<file path="config.mk">
export PLATFORM = sky130hd
export DESIGN_NAME = master_in_port_flat
export DESIGN_NICKNAME = d
export VERILOG_FILES = /design/src/rtl/master_in_port_if.sv /design/src/rtl/master_in_port.sv /design/src/flat_wrapper.sv
export SDC_FILE = /design/constraint.sdc
export NUM_CORES = 1
export LEC_CHECK = 0
export BUFFER_PORTS_ARGS = -buffer_cell sky130_fd_sc_hd__buf_2
export CORE_AREA = 2 2 58 43
export DETAILED_ROUTE_END_ITERATION = 10
export DIE_AREA = 0 0 60 45
export GPL_TIMING_DRIVEN = 1
export PLACE_DENSITY = 0.85
export SYNTH_ARGS = -nofsm -noshare
export SYNTH_HDL_FRONTEND = slang
export SYNTH_SLANG_ARGS = --single-unit
</file>
<file path="constraint.sdc">
create_clock -name clk -period 2.99 [get_ports clk]
set_input_delay 0.7475 -clock clk [delete_from_list [all_inputs] [get_ports clk]]
set_output_delay 0.7475 -clock clk [all_outputs]
set_load 0.05 [all_outputs]
</file>
<file path="src/rtl/master_in_port_if.sv">
// Bundle of the serial-link receive signals and the core-side holding register
// of master_in_port. The master modport is the receiver, the slave modport its environment.
interface master_in_port_if #(
   parameter int DATA_WIDTH = 8
);
   logic                  rx_en;
   logic                  data_ready;
   logic                  rx_data;
   logic                  slave_tx_done;
   logic                  dout_ack;
   logic                  master_ready;
   logic [DATA_WIDTH-1:0] dout;
   logic                  dout_valid;
   logic                  busy;
   logic                  frame_err;

   modport master (
      input  rx_en,
      input  data_ready,
      input  rx_data,
      input  slave_tx_done,
      input  dout_ack,
      output master_ready,
      output dout,
      output dout_valid,
      output busy,
      output frame_err
   );

   modport slave (
      output rx_en,
      output data_ready,
      output rx_data,
      output slave_tx_done,
      output dout_ack,
      input  master_ready,
      input  dout,
      input  dout_valid,
      input  busy,
      input  frame_err
   );
endinterface

</file>
<file path="src/rtl/master_in_port.sv">
// Master-side serial receiver: handshake on data_ready & master_ready, shift in an
// LSB-first word, check framing against slave_tx_done, hold the result for the core.
module master_in_port #(
   parameter int DATA_WIDTH = 8
) (
   input  logic             clk,
   input  logic             reset,
   master_in_port_if.master bus
);
   localparam int IDX_W = (DATA_WIDTH > 1) ? $clog2(DATA_WIDTH) : 1;
   localparam int CNT_W = IDX_W + 1;
   localparam logic [CNT_W-1:0] LAST_BIT = CNT_W'(DATA_WIDTH - 1);

   typedef enum logic {
      IDLE    = 1'b0,
      RECEIVE = 1'b1
   } state_t;

   state_t                state_q, state_d;
   logic [CNT_W-1:0]      cnt_q, cnt_d;
   logic [DATA_WIDTH-1:0] shift_q, shift_d;
   logic [DATA_WIDTH-1:0] dout_q, dout_d;
   logic                  valid_q, valid_d;
   logic                  ready_q, ready_d;
   logic                  busy_q, busy_d;
   logic                  ferr_q, ferr_d;

   // NOTE: every register is cleared by the asynchronous reset, including the
   // shift register, so an aborted reception leaves no stale partial word.
   always_ff @(posedge clk or posedge reset) begin
      if (reset) begin
         state_q <= IDLE;
         cnt_q   <= '0;
         shift_q <= '0;
         dout_q  <= '0;
         valid_q <= 1'b0;
         ready_q <= 1'b0;
         busy_q  <= 1'b0;
         ferr_q  <= 1'b0;
      end else begin
         // NOTE: non-blocking assignments so all registers update from the same
         // pre-edge values computed by the combinational block.
         state_q <= state_d;
         cnt_q   <= cnt_d;
         shift_q <= shift_d;
         dout_q  <= dout_d;
         valid_q <= valid_d;
         ready_q <= ready_d;
         busy_q  <= busy_d;
         ferr_q  <= ferr_d;
      end
   end

   // NOTE: defaults first, so no path through this block can infer a latch.
   always_comb begin
      state_d = state_q;
      cnt_d   = cnt_q;
      shift_d = shift_q;
      dout_d  = dout_q;
      valid_d = valid_q;
      busy_d  = busy_q;
      ferr_d  = 1'b0;

      if (valid_q && bus.dout_ack) begin
         valid_d = 1'b0;
      end

      unique case (state_q)
         IDLE: begin
            if (ready_q && bus.data_ready) begin
               state_d = RECEIVE;
               busy_d  = 1'b1;
               cnt_d   = '0;
            end
         end
         RECEIVE: begin
            shift_d[cnt_q[IDX_W-1:0]] = bus.rx_data;
            cnt_d = cnt_q + CNT_W'(1);
            if (cnt_q == LAST_BIT) begin
               // A word is only accepted when the slave marks this exact bit as last.
               if (bus.slave_tx_done) begin
                  dout_d  = shift_d;
                  valid_d = 1'b1;
               end else begin
                  ferr_d = 1'b1;
               end
               state_d = IDLE;
               busy_d  = 1'b0;
            end else if (bus.slave_tx_done) begin
               ferr_d  = 1'b1;
               state_d = IDLE;
               busy_d  = 1'b0;
            end
         end
         default: begin
            state_d = IDLE;
            busy_d  = 1'b0;
         end
      endcase
   end

   // Ready looks ahead at next-state values so it never offers a handshake
   // that the holding register could not absorb.
   assign ready_d = (state_d == IDLE) && bus.rx_en && !valid_d;

   assign bus.master_ready = ready_q;
   assign bus.dout         = dout_q;
   assign bus.dout_valid   = valid_q;
   assign bus.busy         = busy_q;
   assign bus.frame_err    = ferr_q;

   a_ferr_one_cycle : assert property (
      @(posedge clk) disable iff (reset) ferr_q |=> !ferr_q);

   a_ready_excludes_valid : assert property (
      @(posedge clk) disable iff (reset) ready_q |-> !valid_q);

   a_busy_matches_state : assert property (
      @(posedge clk) disable iff (reset) busy_q == (state_q == RECEIVE));

   a_hold_unacked_word : assert property (
      @(posedge clk) disable iff (reset)
      (valid_q && !bus.dout_ack) |=> (valid_q && $stable(dout_q)));
endmodule

</file>
<file path="src/flat_wrapper.sv">
// flat-port wrapper written by rule: the top's interface ports become plain ports
module master_in_port_flat 
#(
   parameter int DATA_WIDTH = 8
)
  (clk, reset, bus_rx_en, bus_data_ready, bus_rx_data, bus_slave_tx_done, bus_dout_ack, bus_master_ready, bus_dout, bus_dout_valid, bus_busy, bus_frame_err);
  master_in_port_if #(.DATA_WIDTH(DATA_WIDTH)) bus_i ();
  input  logic clk;
  input  logic reset;
  input wire logic [$bits(bus_i.rx_en)-1:0] bus_rx_en;
  input wire logic [$bits(bus_i.data_ready)-1:0] bus_data_ready;
  input wire logic [$bits(bus_i.rx_data)-1:0] bus_rx_data;
  input wire logic [$bits(bus_i.slave_tx_done)-1:0] bus_slave_tx_done;
  input wire logic [$bits(bus_i.dout_ack)-1:0] bus_dout_ack;
  output wire logic [$bits(bus_i.master_ready)-1:0] bus_master_ready;
  output wire logic [$bits(bus_i.dout)-1:0] bus_dout;
  output wire logic [$bits(bus_i.dout_valid)-1:0] bus_dout_valid;
  output wire logic [$bits(bus_i.busy)-1:0] bus_busy;
  output wire logic [$bits(bus_i.frame_err)-1:0] bus_frame_err;
  assign bus_i.rx_en = bus_rx_en;
  assign bus_i.data_ready = bus_data_ready;
  assign bus_i.rx_data = bus_rx_data;
  assign bus_i.slave_tx_done = bus_slave_tx_done;
  assign bus_i.dout_ack = bus_dout_ack;
  assign bus_master_ready = bus_i.master_ready;
  assign bus_dout = bus_i.dout;
  assign bus_dout_valid = bus_i.dout_valid;
  assign bus_busy = bus_i.busy;
  assign bus_frame_err = bus_i.frame_err;
  master_in_port #(.DATA_WIDTH(DATA_WIDTH)) u_core (.clk(clk), .reset(reset), .bus(bus_i));
endmodule
</file>
==> results.toml <==
[sta]
drv_slew = 0
finClkSkew_ps = 13.6
layout_min_cycle_time_ps = 1950
max_freq_mhz = 513
worst_pin_slew_ps = 935
worst_slack_ps = 1040
setup_viol = 0
slew_headroom_pct = 37.6
hold_violations = 0
rsz0062_at_grt = "false"
tns_ps = 0
timing.final.crit_share_pct = 65.2

[global_route]
grt_max_degree = 26
grt_overflow = 0
antenna_found_initial = 0
grt_pass1_wl_um = 3550
grt_pass1_vias = 778
grt_usage_pct = 18.5

[cells_and_area]
layout-drive-gt1-share_pct = 26.8
final_cell_mix = "dfrtp_1, buf_2, mux2i_1, nand2_1, inv_1"
final_common_cell = "dfrtp_1"
antenna_cells_inserted = 0
n_fill_cell = 182
fin_nets = 133
utilization_pct = 62.8
fin_cells = 155
synthToLayoutAreaGrowth_pct = 9.58
register_area_um2 = 626
multi_input_area_um2 = 515

[clocking]
cts_root_buffer = "clkbuf_4"
cts_buffer_depth = 2
worst_skew_pair.late_latency_ps = 320
post_cts_buffers = 0
cts_buffers = 3
cts_resized = 0
ctsHoldBuffers = 0
cts_tree = "done"
path_clk_slew_ps = 130
ctsHtreeMaxLevel = 1
cts_sinks = 25

[synth]
synth_top_area_share_pct = 51.5
postSynthAreaPerCell_um2 = 11.4
netlist_area_um2 = 1210
yosysTopAreaCell = "dfrtp_1"
ys_warn_count = 0
ys_ff_latch = 25
syn_nets = 116
syn_inst = 107
synth_area_leaders = "dfrtp_1, mux2i_1, mux2_2"
ys_seq_area_share_pct = 51.5
synth.distinct_cells = 25

[pwr]
p_sw_mw = 0.395
power_frac_comb_pct = 33.0
cellPowerDensity_nw_per_um2 = 769
clkPwrFrac_pct = 14.4
swShare_pct = 38.6
p_leak_nw = 0.658
p_int_mw = 0.628
vdd.ir_drop.worst_mv = 0.442
seq_power_share_pct = 52.6
total_power_mw = 1.02

[floorplan]
die_area_um2 = 2700
core.rowCount = 14
core_um2 = 2120
die_h_um = 45
die_w_um = 60
start_util_pct = 57.3
ios = 19

[flow_run]
maxCapViolations = 0

[setup_path]
arrival_ps = 2160
cp_common_cell = "ha_1"
cp-start-kind = "flip-flop"
rr_startpoint = "u_core.cnt_q[1]"
path_class = "reg -> reg"
cp_data_required_time_ps = 3200
cp_slowest_stage_delay_ps = 590
slowest_stage = "dfrtp_1"
startpoint = "u_core.cnt_q[1]"
worst_setup_path_end_kind = "flip-flop"
crit_path_cell_trace = "ha_1, nand3b_1, ha_1, nand2_1, o21ai_0, a2111oi_0"
worst-path-max-fanout = 12

[route]
drc_errors = 0
met3WireLength_um = 98
drt_iter0_drc = 12
postRouteAntennaNets = 0
vias = 783
viasPerCell = 5.05
routedLengthMet1_um = 938
wl_met2_um = 881
drt_wl_total_um = 1970
top_layer = "met4"
drt_pass1_iterations = 4
routedWlPerCell_um = 12.7

[status]
status = "finished clean"

[placed_design]
dpl.hpwl_um = 1390
dp_cells = 151
gp_congestion = 0.757
place_ws_ps = 1050
io_buffers = 18

[worst_hold_path]
hold_path.startpoint = "u_core.bus.dout_valid"
hold_path.class = "reg -> reg"
[stage by stage]
stage	instance area (um2)	hold WS (ps)
6_report	1330	482
3_3_place_gp	1310	472
5_1_grt	1330	541
4_1_cts	1330	497
2_1_floorplan	1210	475
3_5_place_dp	1310	486
[worst paths after layout]
check / endpoint / slack, ps / cells after the start
worst max-delay path: u_core.bus.master_ready / 1040 / 6
worst min-delay path: u_core.bus.master_ready / 480 / 1
worst max register to register: u_core.bus.master_ready / 1040 / 6
worst min register to register: u_core.bus.master_ready / 480 / 1
max in group asynchronous: u_core.bus.dout_valid / 1800 / 2
min in group asynchronous: u_core.cnt_q[1] / 610 / 2
[synth_stat cells, drive strengths merged]
cell type and count:
a2111oi 1, a21o 1, a21oi 6, and2 1, buf 5, clkbuf 1, dfrtp 25, ha 2
inv 9, mux2 9, mux2i 11, nand2 11, nand2b 1, nand3 1, nand3b 5, nand4 1
nor2 6, nor3 2, nor3b 3, o21ai 4, xor2 2
[routing by layer]
| metal | GRT usage (%) | vias up |
|---|---|---|
| met5 | 0 | - |
| met4 | 8.00 | 0 |
| met3 | 6.02 | 7 |
| met2 | 28.5 | 16 |
| met1 | 24.1 | 365 |
| li1 | - | 395 |
[kinds of logic after synthesis]
family,after synthesis,share of synthesized area [%]
buffers and inverters,15,6.08
DFF,25,51.5
and+or+nand+nor,31,15.3
AOI/OAI and AO/OA,12,5.56
xor gates and xnor gates,2,1.44
adders and majority gates,2,2.06
muxes,20,18.0
[state kept, by name, indices dropped and copies added, names as in the netlist]
name / flops
u_core.cnt_q: 4
u_core.bus.dout: 8
u_core.bus.frame_err: 1
u_core.bus.master_ready: 1
u_core.state_q: 1
u_core.bus.dout_valid: 1
u_core.shift_q: 8
u_core.bus.busy: 1
[critical path, delay by kind of cell (launching register included)]
kind | cells | cell delay [ps]
AND/OR/NAND/NOR | 2 | 260
AO/OA/AOI/OAI | 2 | 440
adder cells (fa/ha/maj) | 2 | 540
flip-flops | 1 | 590
[power groups by stage]
stage | logic [mW] | registers [mW] | clock network (mW)
2_1_floorplan | 0.291 | 0.548 | 0
3_3_place_gp | 0.333 | 0.532 | 0
3_5_place_dp | 0.341 | 0.544 | 0
4_1_cts | 0.342 | 0.537 | 0.157
5_1_grt | 0.375 | 0.559 | 0.170
6_report | 0.338 | 0.538 | 0.148
[layout make-up]
class	count	area share, %
clock buffer	4	1.97
inverter	9	2.54
multi-input combinational	67	38.7
sequential	25	47.0
tap	32	3.01
timing repair buffer	18	6.77
No activity file was read; power rests on OpenSTA's default activity.
